## config.mk

```make
export PLATFORM = sky130hd
export DESIGN_NAME = spr_scan_reader
export DESIGN_NICKNAME = d
export VERILOG_FILES = /design/src/rtl/spr_scan_reader.sv
export SDC_FILE = /design/constraint.sdc
export NUM_CORES = 1
export LEC_CHECK = 0
export CAP_MARGIN = 20
export CORE_MARGIN = 5
export CORE_UTILIZATION = 38
export DETAILED_ROUTE_END_ITERATION = 7
export PLACE_DENSITY = 0.72
export SLEW_MARGIN = 20
export SYNTH_ARGS = -nofsm -noshare
export SYNTH_HDL_FRONTEND = slang
export SYNTH_SLANG_ARGS = --single-unit
```

## constraint.sdc

```tcl
create_clock -name clk -period 1.48 [get_ports clk]
set_input_delay 0.148 -clock clk [delete_from_list [all_inputs] [get_ports clk]]
set_output_delay 0.148 -clock clk [all_outputs]
set_load 0.02 [all_outputs]
```

## src/rtl/spr_scan_reader.sv

```systemverilog
// Scan reader for the 32x32 special-purpose register file: walks a wrapping index range
// on the RAM read port and streams each word with its index over valid/ready.
module spr_scan_reader #(
   parameter int ADDR_W = 5,
   parameter int DATA_W = 32
) (
   input  logic              clk,
   input  logic              rst_n,
   input  logic              start,
   input  logic [ADDR_W-1:0] first,
   input  logic [ADDR_W:0]   count,
   output logic [ADDR_W-1:0] Sa,
   input  logic [DATA_W-1:0] Sout,
   input  logic              Sw,
   output logic              m_valid,
   input  logic              m_ready,
   output logic [DATA_W-1:0] m_data,
   output logic [ADDR_W-1:0] m_addr,
   output logic              m_last,
   output logic              busy,
   output logic              done,
   output logic              dirty
);

   localparam logic [ADDR_W:0] DEPTH_W = {1'b1, {ADDR_W{1'b0}}};
   localparam logic [ADDR_W:0] REM_ONE = {{ADDR_W{1'b0}}, 1'b1};

   typedef enum logic [1:0] {IDLE, FETCH, SEND} state_t;

   state_t            state, state_nxt;
   logic [ADDR_W-1:0] idx;
   logic [ADDR_W:0]   rem;
   logic              start_ok;
   logic              empty_start;
   logic              hshake;

   function automatic logic [ADDR_W:0] clamp_count(input logic [ADDR_W:0] c);
      return (c > DEPTH_W) ? DEPTH_W : c;
   endfunction

   assign start_ok    = (state == IDLE) && start;
   assign empty_start = start_ok && (count == '0);
   assign hshake      = (state == SEND) && m_valid && m_ready;
   assign Sa          = idx;
   assign busy        = (state != IDLE);

   always_ff @(posedge clk) begin
      if (!rst_n) state <= IDLE;
      else        state <= state_nxt;
   end

   always_comb begin
      state_nxt = state;
      case (state)
         IDLE:    if (start_ok && !empty_start) state_nxt = FETCH;
         FETCH:   state_nxt = SEND;
         SEND:    if (hshake) state_nxt = m_last ? IDLE : FETCH;
         default: state_nxt = IDLE;
      endcase
   end

   always_ff @(posedge clk) begin
      if (!rst_n) begin
         idx     <= '0;
         rem     <= '0;
         m_data  <= '0;
         m_addr  <= '0;
         m_valid <= 1'b0;
         m_last  <= 1'b0;
         done    <= 1'b0;
         dirty   <= 1'b0;
      end else begin
         done <= 1'b0;
         if (start_ok) begin
            idx   <= first;
            rem   <= clamp_count(count);
            dirty <= 1'b0;
            done  <= empty_start;
         end else if (busy && Sw) begin
            dirty <= 1'b1;
         end
         // FETCH: Sa has been stable for a full cycle, so Sout is the word at idx
         if (state == FETCH) begin
            m_data  <= Sout;
            m_addr  <= idx;
            m_last  <= (rem == REM_ONE);
            m_valid <= 1'b1;
         end
         // SEND: the final word leaves idx pointing at itself
         if (hshake) begin
            m_valid <= 1'b0;
            rem     <= rem - REM_ONE;
            if (m_last) done <= 1'b1;
            else        idx  <= idx + 1'b1;
         end
      end
   end

endmodule

```

* After elaboration in Yosys (flattened, before gate mapping)
Cells that the tools add are included.
** Word-level totals
- Flip-flop bits (word level) :: 54
- Latch bits :: 0
- Memory bits (writable) :: 0
- Bits in read-only memories :: 0
- Bits of input ports :: 48
- Output and inout port bits :: 47
- Logic and storage cells :: 45
- Memories kept :: 0
** Operators by class
- Add/subtract/negate cells :: 2
- $mul :: 0
- Div/mod/pow operators :: 0
- Magnitude comparators :: 1
- Equal/unequal tests :: 5
- Shift-type cells :: 0
- Mux-type cells :: 13
- Bitwise operators :: 1
- Reductions and logical operators :: 14
** Operator list (count)
- $mux 6 :: 3
- $mux 5 :: 3
- $eq 6x1->1 const B :: 1
- $gt 6x6->1 const B :: 1
- $logic_and 1x1->1 :: 6
- $logic_not 6->1 :: 1
- $pmux 2 s3 :: 1
- $sub 6x1->6 const B :: 1
- $add 5x1->5 const B :: 1
- $mux 1 :: 4
- $mux 2 :: 2
- $reduce_bool 2->1 :: 2
- $reduce_or 2->1 :: 2
- $eq 2x1->1 const B :: 1
- $eq 2x2->1 const B :: 1
- $logic_not 2->1 :: 1
- $ne 2x1->1 const B :: 1
- $ne 2x2->1 const B :: 1
- $reduce_and 2->1 :: 1
- $logic_not 1->1 :: 1
- $not 1->1 :: 1

* Logic depth before layout (Yosys ltp)
- Depth in word-level cells :: 7
- Mapped depth :: 6
- Mapped depth without buffers :: 6

* Least setup slack after synthesis
OpenSTA, ideal clock, no wires.
- Path type :: register to register
- Start :: reg m_valid
- End :: reg idx[4] (netlist: Sa[4])
- Setup time :: 74 ps
- Arrival time :: 1460 ps
- Data required time :: 1406 ps
- Setup slack :: -54 ps
- Cell stages (with the launch flop) :: 6
- Path buffers :: 1
- Period minus slack after synthesis :: 1534 ps
- Cell sequence :: dfxtp_1 and4b_4 nand2b_4 buf_6 or3_1 a31oi_1
** On the way
- Longest elaborated chain between the ends :: 3
** Ends and longest elaborated chain
- start, declared :: line 15 : output logic m_valid,
- start signal, assigned :: line 68 : m_valid <= 1'b0;
- start signal, assigned :: line 87 : m_valid <= 1'b1;
- start signal, assigned :: line 91 : m_valid <= 1'b0;
- $logic_and 1x1->1 (2 in a row) :: line 43 : assign hshake = (state == SEND) && m_valid && m_ready;
- $mux 5 :: line 90 : if (hshake) begin
- end signal, assigned :: line 75 : idx <= first;
- end signal, assigned :: line 94 : else idx <= idx + 1'b1;
- end, declared :: line 31 : logic [ADDR_W-1:0] idx;
Every way passes these cells.
A chain may end at the register's enable or synchronous reset.

* Worst setup path in the final report
- Start :: reg dirty
- End :: out dirty
** RTL lines
- start, declared :: line 22 : output logic dirty
- start signal, assigned :: line 71 : dirty <= 1'b0;
- start signal, assigned :: line 77 : dirty <= 1'b0;
- start signal, assigned :: line 80 : dirty <= 1'b1;
No word-level cell between the ends.

==> impl_metrics.ini <==
[cts]
cts_made_buffers = 5
path_clk_slew_ps = 100
holdBufCountCts = 0
cts_root_buffer = clkbuf_8
cts_tree = built
cts_htree_levels = 2
insertion_delay_ps = 310
cts_num_sinks = 54
clk_path_buf_depth = 2
post_cts_buffers = 0

[global_route]
grt.met2_usage_pct = 27.4
antenna_found_initial = 0
grtUsageTotal_pct = 15.9
grt_max_degree = 40
grt_overflow = 0
grtUsageMet1_pct = 18.0
grtUsageMet3_pct = 7.51
grt_pass1_wl_mm = 9.60
first_global_vias = 2086
top_usage_layer = met2

[layout]
drive_gt1_share_pct = 10.3
area_growth_pct = 54.6
nets = 430
n_antenna_cell = 0

[power]
switching_share_pct = 28.1
switchingPower_uw = 863
pwr-share-seq_pct = 52.0
p_clk_share_pct = 26.7
power.internal_uw = 2200
power_leakage_uw = 0.00132
power_frac_comb_pct = 21.4
power_density_nw_per_um2 = 898
p_total_uw = 3060
peakVddDrop_v = 0.000417

[timing]
fmax_mhz = 704
tightest_slew_ps = 329
finalHoldViolations = 0
slew_violations = 0
skew_ps = 3.87
final.min_clock_period_ps = 1420
setup_viol = 0
relSlewSlack_pct = 78.0
holdWs_ps = 376
rsz0062_at_grt = yes
period_share_pct = 96.0

[floorplanning]
initial_core_util_pct = 39.6
fp.coreArea_sq_um = 5570
die-area_sq_um = 7430
die_x_um = 86.2
rows = 27
die_y_um = 86.2
io_pins = 95

[run]
cap_violations = 0

[routing]
final_antenna_net_count = 0
drc = 0
vias = 2203
first_pass_iters = 4
wl_mm = 6.01
via_per_inst = 4.87
drt_iter0_markers = 105
wl_per_cell_um = 13.3

[worst_setup_path]
worst_path_largest_cell_delay_ps = 620
path_cells = clkdlybuf4s50_1
worstSetupStartpointType = flop
required_ps = 1330
endpoint_kind = output pin
path_delay_family = buffers and inverters
cp_num_buf_inv = 1
critPathSlowestCell = clkdlybuf4s50_1
critPathKind = reg2out
crit_arrival_ps = 1270
cp_max_fo = 2

[hold_path]
min_path_type = in2reg

[placed_design]
hpwl_mm = 4.49
io_buffers = 94
gp_congestion = 0.785

[logic_synthesis]
syn-num-nets = 327
seq_area_frac_synth_pct = 49.0
yosysWarnings = 0
syn_area_per_cell_sq_um = 7.99
synth.cell_area_sq_um = 2210
synth_top_area_cell = dfxtp_1
yosysUniqueCellTypes = 39
ys_top_cells_by_area = dfxtp_1, nand2_1, a21oi_1, nor2_1, a31oi_1
synth_top_area_share_pct = 49.0
yosys_register_bits = 54
synth_cells = 276

[run_status]
status = finished clean
-- per-stage QoR --
step	utilization [%]	cell area, sq um	instances	TNS [ps]	setup slack, ps
global route	61.2	3410	452	-1.02	-1.02
detailed placement	59.5	3310	444	-1450	-213
finish	61.2	3410	452	0	59.3
global placement	59.5	3310	444	-1090	-146
floorplan	-	2210	276	0	74.1
CTS	61.0	3400	452	0	14.9
-- cell usage after synthesis --
cell type   n
nand2b_4    1
buf_2       5
nand4b_4    1
clkinv_1    1
nand4b_1    1
xnor2_1     1
a32oi_1     3
dfxtp_1    54
nand2_1    84
nor3_1      4
nand2b_1    2
nand3b_1    2
or3_1       1
a21oi_1    49
nor2_1     12
xor2_1      1
and4b_4     1
ha_1        3
nor2b_1     2
nor4_1      3
a2bb2oi_1   1
a31oi_1     6
or4_1       1
nor3b_2     1
buf_4       1
a211oi_1    1
o21ai_0     6
buf_1       1
buf_6       1
inv_1       4
or2_2       1
a311oi_1    1
o311ai_0    1
nor2_4      1
nand3_1     6
or3b_2      1
clkbuf_1    9
a221oi_1    1
nand4_1     1
-- final timing paths --
check                    startpoint                     end  slack (ps)  cells past startpoint
max              dirty$_SDFFE_PP0P_                   dirty          60                      1
max reg2reg   state[0]$_SDFFE_PN0P_     rem[2]$_SDFFE_PN0P_         130                      4
min reg2reg  m_data[3]$_SDFFE_PN0N_  m_data[3]$_SDFFE_PN0N_         450                      2
min                         Sout[1]  m_data[1]$_SDFFE_PN0N_         380                      3
-- registers in the layout (all words and copies together), names as in the netlist --
name,cells
m_last,1
m_addr,5
dirty,1
state,2
m_valid,1
m_data,32
rem,6
done,1
Sa,5
-- worst reg2reg max path: stages (launching register included) --
cell,delay (ps)
dfxtp_1,440
and4b_4,260
nor2_1,290
o21ai_0,140
a21oi_1,160
-- routing by layer --
| layer | vias up | share of wire, % | wire length (um) |
|---|---|---|---|
| li1 | 1142 | - | - |
| met1 | 969 | 41 | 2470 |
| met4 | 0 | 0.45 | 27 |
| met2 | 88 | 48 | 2870 |
| met5 | - | 0 | 0 |
| met3 | 4 | 11 | 648 |
-- cells by family (layout without fill, tap and decap cells) --
group	Yosys count	after routing	share of synthesized area, %
and+or+nand+nor	126	126	26.7
AOI/OAI and AO/OA	69	69	17.3
DFF	54	54	49.0
buffers and inverters	22	126	4.54
adders and majority gates	3	3	1.70
xor gates and xnor gates	2	2	0.794
-- cells in the final DEF (no fill, tap or decap), drive strengths merged, types with 6 or more instances in the layout --
master / count
clkdlybuf4s50: 85
nand2: 84
a21oi: 49
buf: 19
clkbuf: 6
o21ai: 6
nor2: 13
a31oi: 6
nand3: 6
dfxtp: 54
-- power by group through the flow --
stage | clock network (uW) | logic [uW] | registers [uW]
floorplan | 0 | 241 | 1690
global placement | 0 | 658 | 1620
detailed placement | 0 | 666 | 1630
CTS | 860 | 663 | 1590
global route | 928 | 714 | 1610
finish | 817 | 655 | 1590
-- layout make-up --
cell class	count	area (sq um)
clock buffer	5	68.8
fill	511	2160
tap	72	90.1
inverter	5	18.8
clock inverter	3	21.3
sequential	54	1080
multi-input combinational	200	1040
timing repair buffer	113	1090
-- timing repair --
action                                  4_1_cts  5_1_grt
pin swaps                                     0        0
endpoints found under the setup margin        8        7
resized for setup                             8        6
Power figures use the tool's default switching activity.
